==> src/rtl/avg_filter_pkg.sv <==
// Shared types and defaults for the moving-average FIR sequencer.
//   state_e   : controller states
//   DEPTH_DEF : default window length in samples
//   CNT_W_DEF : default occupancy counter width
package avg_filter_pkg;

    typedef enum logic [2:0] {
        ST_IDLE,
        ST_FILL,
        ST_RUN,
        ST_DRAIN,
        ST_CLEAR
    } state_e;

    localparam int DEPTH_DEF = 16;
    localparam int CNT_W_DEF = 5;

endpackage

==> src/rtl/avg_filter_ctrl_window_counter.sv <==
// Up/down FIFO occupancy counter for the averaging window.
//   clk_i, rst_i  : clock, synchronous active-high reset
//   inc_i, dec_i  : count one up / one down (never both at once)
//   count_o       : current occupancy, saturates at 0 and DEPTH
//   is_zero_o     : occupancy == 0
//   is_full_m1_o  : occupancy == DEPTH-1 (next write completes the window)
module window_counter #(
    parameter int DEPTH = 16,
    parameter int CNT_W = 5
) (
    input  logic             clk_i,
    input  logic             rst_i,
    input  logic             inc_i,
    input  logic             dec_i,
    output logic [CNT_W-1:0] count_o,
    output logic             is_zero_o,
    output logic             is_full_m1_o
);

    localparam logic [CNT_W-1:0] FULL    = CNT_W'(DEPTH);
    localparam logic [CNT_W-1:0] FULL_M1 = CNT_W'(DEPTH - 1);

    logic [CNT_W-1:0] count_q, count_d;

    always_comb begin
        count_d = count_q;
        if (inc_i && count_q != FULL) begin
            count_d = count_q + 1'b1;
        end else if (dec_i && count_q != '0) begin
            count_d = count_q - 1'b1;
        end
    end

    always_ff @(posedge clk_i) begin
        if (rst_i) count_q <= '0;
        else       count_q <= count_d;
    end

    assign count_o      = count_q;
    assign is_zero_o    = (count_q == '0);
    assign is_full_m1_o = (count_q == FULL_M1);

endmodule

==> src/rtl/avg_filter_ctrl.sv <==
// Sequencer for the moving-average FIR. Fills the delay line to DEPTH
// samples, then runs one-in/one-out; a flush drains the window and pulses
// an accumulator clear before refilling.
//   clk_i, rst_i   : clock, synchronous active-high reset
//   sample_valid_i : new sample on the filter input this cycle
//   flush_i        : discard window and restart fill
//   write_o/read_o : FIFO strobes (combinational)
//   acc_clr_o      : registered accumulator clear pulse (held in reset)
//   out_valid_o    : registered, filter output is a full-window average
//   fill_cnt_o     : registered FIFO occupancy
//   drop_o         : registered pulse, a sample was discarded
module avg_filter_ctrl
    import avg_filter_pkg::*;
#(
    parameter int DEPTH = DEPTH_DEF,
    parameter int CNT_W = CNT_W_DEF
) (
    input  logic             clk_i,
    input  logic             rst_i,
    input  logic             sample_valid_i,
    input  logic             flush_i,
    output logic             write_o,
    output logic             read_o,
    output logic             acc_clr_o,
    output logic             out_valid_o,
    output logic [CNT_W-1:0] fill_cnt_o,
    output logic             drop_o
);

    state_e           state_q, state_d;
    logic             acc_clr_q, out_valid_q, drop_q;
    logic             out_valid_d, drop_d;
    logic             active;   // FILL or RUN: states that take samples and honour FLUSH
    logic             take;     // sample accepted this cycle
    logic [CNT_W-1:0] cnt;
    logic             cnt_zero, cnt_full_m1;

    window_counter #(
        .DEPTH (DEPTH),
        .CNT_W (CNT_W)
    ) u_cnt (
        .clk_i        (clk_i),
        .rst_i        (rst_i),
        .inc_i        (write_o & ~read_o),
        .dec_i        (read_o & ~write_o),
        .count_o      (cnt),
        .is_zero_o    (cnt_zero),
        .is_full_m1_o (cnt_full_m1)
    );

    always_comb begin
        active      = (state_q == ST_FILL) || (state_q == ST_RUN);
        take        = sample_valid_i && active && !flush_i;
        write_o     = take;
        // RUN reads alongside each write; DRAIN reads until the FIFO is empty
        read_o      = (take && state_q == ST_RUN) || (state_q == ST_DRAIN && !cnt_zero);
        drop_d      = sample_valid_i && !take;
        out_valid_d = out_valid_q;
        if (active && flush_i)              out_valid_d = 1'b0;
        else if (take && state_q == ST_RUN) out_valid_d = 1'b1;

        state_d = state_q;
        unique case (state_q)
            ST_IDLE:  state_d = ST_FILL;
            ST_FILL:  if (flush_i)                  state_d = ST_DRAIN;
                      else if (take && cnt_full_m1) state_d = ST_RUN;
            ST_RUN:   if (flush_i)                  state_d = ST_DRAIN;
            // last read (count 1) or entered empty both go straight to CLEAR
            ST_DRAIN: if (cnt_zero || cnt == CNT_W'(1)) state_d = ST_CLEAR;
            ST_CLEAR: state_d = ST_FILL;
            default:  state_d = ST_IDLE;
        endcase
    end

    always_ff @(posedge clk_i) begin
        if (rst_i) begin
            state_q     <= ST_IDLE;
            acc_clr_q   <= 1'b1;
            out_valid_q <= 1'b0;
            drop_q      <= 1'b0;
        end else begin
            state_q     <= state_d;
            acc_clr_q   <= (state_d == ST_CLEAR);
            out_valid_q <= out_valid_d;
            drop_q      <= drop_d;
        end
    end

    assign acc_clr_o   = acc_clr_q;
    assign out_valid_o = out_valid_q;
    assign drop_o      = drop_q;
    assign fill_cnt_o  = cnt;

endmodule

==> config.mk <==
export PLATFORM = sky130hd
export DESIGN_NAME = avg_filter_ctrl
export DESIGN_NICKNAME = d
export VERILOG_FILES = /design/src/rtl/avg_filter_pkg.sv /design/src/rtl/avg_filter_ctrl_window_counter.sv /design/src/rtl/avg_filter_ctrl.sv
export SDC_FILE = /design/constraint.sdc
export NUM_CORES = 1
export LEC_CHECK = 0
export CAP_MARGIN = 40
export CORE_MARGIN = 1.5
export CORE_UTILIZATION = 57
export CTS_BUF_LIST = sky130_fd_sc_hd__clkbuf_8
export DETAILED_ROUTE_END_ITERATION = 16
export PLACE_DENSITY_LB_ADDON = 0.08
export RECOVER_POWER = 25
export SLEW_MARGIN = 40
export SYNTH_ARGS = -nofsm -noshare
export SYNTH_HDL_FRONTEND = slang
export SYNTH_SLANG_ARGS = --single-unit
==> constraint.sdc <==
create_clock -name clk_i -period 3.4 [get_ports clk_i]
set_input_delay 0.51 -clock clk_i [delete_from_list [all_inputs] [get_ports clk_i]]
set_output_delay 0.51 -clock clk_i [all_outputs]
set_load 0.1 [all_outputs]
Word-level counts from Yosys, hierarchy flattened
Cells that the tools add are included.

operators by class
  add/subtract/negate cells = 2
  equal/unequal tests = 8
  muxes and demuxes = 7
  bitwise logic cells = 4
  reduce and logical (&&, ||, !) cells = 21

operators with widths
  cell                 count
  $mux 3               4
  $pmux 3 s4           1
  $mux 5               2
  $logic_and 1x1->1    9
  $eq 3x2->1 const B   2
  $eq 3x3->1 const B   2
  $add 5x1->5 const B  1
  $eq 5x1->1 const B   1
  $eq 5x4->1 const B   1
  $logic_not 5->1      1
  $ne 5x5->1 const B   1
  $reduce_bool 5->1    1
  $sub 5x1->5 const B  1
  $reduce_or 2->1      2
  $eq 3x1->1 const B   1
  $logic_not 1->1      3
  $logic_not 3->1      1
  $logic_or 1x1->1     3
  $and 1x1->1          2
  $not 1->1            2
  $reduce_bool 2->1    1

storage, ports and cells
  register bits = 11
  bits of input ports = 4
  output and inout port bits = 10
  word-level logic and storage cells = 47

Depth between registers and ports, before layout
  depth in word-level cells = 10
  depth in mapped cells = 7
  gate-level depth less buffers = 7

Cells and area by module
Synthesis repeated with hierarchy kept, for this count alone.

unflattened totals
  cell total of the unflattened synthesis = 83
  area total of the unflattened synthesis = 744.5 um2

modules (own cells, without submodules)
  module           times used  cells each  area each (um2)  sequential area each (um2)
  window_counter   1           45          406.6            100.1
  avg_filter_ctrl  1           38          337.8            120.1

Worst setup path before layout
Ideal clock, no wire load.

  path type = flip-flop to output port
  from = register u_cnt.count_q[1], in the netlist u_cnt.count_o[1]
  to = output port read_o
  arrival time = 2.988 ns
  data required time = 2.890 ns
  setup slack = -0.098 ns
  stages on the path, launching flop included = 6
  buffers on the path = 0
  cell sequence = dfxtp_1 inv_1 ha_1 or4b_1 a21oi_1 nor2_1

on the way
  longest elaborated chain between the ends = 4

RTL lines
  item                      RTL line                              source
  start: declaration        avg_filter_ctrl_window_counter.sv:23  logic [CNT_W-1:0] count_q, count_d;
  start signal: assignment  avg_filter_ctrl_window_counter.sv:36  else count_q <= count_d;
  $logic_not 5->1           avg_filter_ctrl_window_counter.sv:40  assign is_zero_o = (count_q == '0);
  $logic_not 1->1           avg_filter_ctrl.sv:56                 read_o = (take && state_q == ST_RUN) || (state_q == ST_DRAIN && !cnt_zero);
  $logic_and 1x1->1         avg_filter_ctrl.sv:56
  $logic_or 1x1->1          avg_filter_ctrl.sv:56
  end: declaration          avg_filter_ctrl.sv:23                 output logic read_o,

No other way between the ends.

Final worst setup path
  from = register u_cnt.count_q[0], in the netlist u_cnt.count_o[0]
  to = output port read_o

Same word-level chain as after synthesis.

==> impl_metrics.py <==
metrics = {
    "status": {
        "status": "finished clean",
    },
    "timing": {
        "fmax_mhz": 397,
        "tns_ns": 0,
        "finalHoldViolCount": 0,
        "max_slew_margin_pct": 23.1,
        "final_max_slew_viol_count": 0,
        "rsz0062_at_grt": "no",
        "fin_crit_sh_pct": 74.0,
        "hold_ws_ns": 0.508,
        "finalSetupViolCount": 0,
        "worstMarginPinSlew_ns": 1.16,
        "finalCriticalPeriod_ns": 2.52,
        "clock_skew_ns": 0.0105,
    },
    "logic_synthesis": {
        "synth_common_cells": "dfxtp_1 (11), nor2_1 (10), a21oi_1 (6)",
        "synth_warnings": 0,
        "synth_seq_cells": 11,
        "yosys.cell_count.top_type": "dfxtp_1",
        "async_flop_share_pct": 0,
        "synth-edff-count": 0,
        "synthTopCellsByArea": "dfxtp_1 (28%), ha_1 (7.9%), nor2_1 (4.8%), nand2b_1 (4.0%), a21oi_1 (3.8%)",
        "yosysTopAreaCellShare_pct": 28.0,
        "synth_top_flop_cell": "dfxtp_1",
        "seq_area_frac_synth_pct": 28.0,
        "synth.largest_area_cell": "dfxtp_1",
        "synthCells": 91,
        "synth_area_um2": 787,
        "synth.distinct_cells": 36,
        "synth_area_per_cell_um2": 8.65,
        "syn_nets": 100,
    },
    "final_layout": {
        "diodes": 0,
        "drive_gt1_share_pct": 14.3,
        "final_nets": 115,
        "area_growth_pct": 14.1,
    },
    "worst_hold_path": {
        "min_from": "out_valid_o",
        "hp-class": "reg -> reg",
        "min_to": "out_valid_o",
        "whs_path_depth": 2,
    },
    "worst_setup_path": {
        "reg2reg_slack_ns": 1.50,
        "cp-start-kind": "flip-flop",
        "r2r_end": "u_cnt.count_o[1]",
        "worstPathRequired_ns": 2.89,
        "critPathMaxFanout": 8,
        "crit_type": "reg -> out",
        "arrival_ns": 2.01,
        "r2r-start": "u_cnt.count_o[0]",
        "crit_path_end_kind": "primary output",
        "ff2ff_path_depth": 6,
    },
    "global_routing": {
        "overflow": 0,
        "grt_antenna_before_repair": 0,
        "grt_util_all_layers_pct": 25.7,
        "grt_pass1_vias": 631,
        "grt_pass1_wl_mm": 2.66,
        "grt_max_degree": 17,
    },
    "die": {
        "dieArea_um2": 1610,
        "die_h_um": 40.2,
        "core-area_um2": 1300,
        "die_w_um": 40.2,
        "pin_count": 14,
        "start_util_pct": 60.5,
        "num_rows": 13,
    },
    "detailed_routing": {
        "drt_iter0_drc": 16,
        "routed_wl_mm": 1.68,
        "drcViolationCount": 0,
        "final_antenna_net_count": 0,
        "via_per_inst": 6.22,
        "avgRoutedWirePerCell_um": 14.0,
        "vias": 746,
        "firstDrtPassIters": 4,
    },
    "cts": {
        "postCtsSetupRepairBufs": 0,
        "root_buffer": "clkbuf_8",
        "cts_made_buffers": 3,
        "cts_resized": 0,
        "cts.clk_slew.worst_paths_ns": 0.06,
        "cts_tree": "built",
        "clockBufferDepth": 2,
        "hold_buffers": 0,
        "clock_sinks": 11,
        "cts_max_level": 1,
        "clk_latency_ns": 0.25,
    },
    "job": {
        "maxCapViolCount": 0,
    },
    "power": {
        "p_total_w": 0.000614,
        "total_leakage_power_nw": 0.376,
        "ir_worst_vdd_v": 0.000435,
        "power.density_nw_per_um2": 683,
    },
    "place": {
        "gp_congestion": 0.834,
        "portBuffers": 13,
        "dp_hpwl_mm": 1.27,
    },
}
flip-flops by register name, indices dropped and copies added (netlist names):
register / count
state_q: 3
acc_clr_o: 1
u_cnt.count_o: 5
drop_o: 1
out_valid_o: 1
cell families after synthesis:
kind of cell | Yosys count | share of synthesized area, %
mux | 2 | 2.70
simple gates | 48 | 38.6
compound gates | 19 | 16.9
fa+ha+maj | 5 | 7.95
buf+inv | 6 | 5.88
flops | 11 | 28.0
worst max path at each step:
| stage | startpoint | end | slack (ns) | cells after the start |
|---|---|---|---|---|
| after CTS | u_cnt.count_o[0] | read_o | 0.89 | 6 |
| after global placement | u_cnt.count_o[0] | read_o | 1.22 | 6 |
| after detailed placement | u_cnt.count_o[0] | read_o | 1.17 | 6 |
| after floorplan | u_cnt.count_o[1] | read_o | 0.36 | 5 |
| after global routing | u_cnt.count_o[1] | read_o | 0.78 | 6 |
| final | u_cnt.count_o[0] | read_o | 0.88 | 6 |
area by class of cell:
type,count,area [um^2]
Tap cell,15,18.8
Clock buffer,3,41.3
Sequential cell,11,220
Timing Repair Buffer,13,85.1
Clock inverter,1,3.75
Fill cell,121,403
Inverter,3,11.3
Multi-Input combinational cell,74,518
per-stage QoR:
stage / setup slack [ns] / util [%] / std cells / instance area, um^2
after global placement: 1.22 / 68.8 / 116 / 896
after CTS: 0.888 / 69.6 / 120 / 906
after global routing: 0.782 / 69.0 / 120 / 898
final: 0.884 / 69.0 / 120 / 898
after floorplan: 0.365 / - / 91 / 790
after detailed placement: 1.17 / 66.2 / 116 / 861
placed cells by master (no fill, tap or decap), types with 3 or more instances in the layout:
master,n
a21oi_1,6
a31oi_1,3
buf_2,5
buf_4,3
clkbuf_8,3
clkdlybuf4s50_1,3
dfxtp_1,11
ha_1,5
inv_1,4
nand2_1,4
nand2b_1,5
nand3_1,5
nor2_1,9
nor3_1,5
nor3b_1,3
per-layer routing:
| layer | vias up | wire length, um | part of all wire, % | GRT usage (%) |
|---|---|---|---|---|
| li1 | 373 | - | - | - |
| met1 | 339 | 755 | 45 | 30.0 |
| met2 | 27 | 787 | 47 | 41.9 |
| met3 | 7 | 89 | 5.3 | 3.89 |
| met4 | 0 | 50 | 3.0 | 19.0 |
| met5 | - | 0 | 0 | 0 |
report_power, final:
group	total, W	switching (W)	internal [W]
Combinational	0.000298	0.000204	0.0000937
Clock	0.000136	0.0000563	0.0000796
Sequential	0.000180	0.0000348	0.000146
critical path, cell delays in order, from the launching register on:
cell,delay [ns]
dfxtp_1,0.38
inv_1,0.11
ha_1,0.25
or4b_1,0.52
a21oi_1,0.22
nor2_2,0.04
buf_4,0.23
Power figures use the tool's default switching activity.
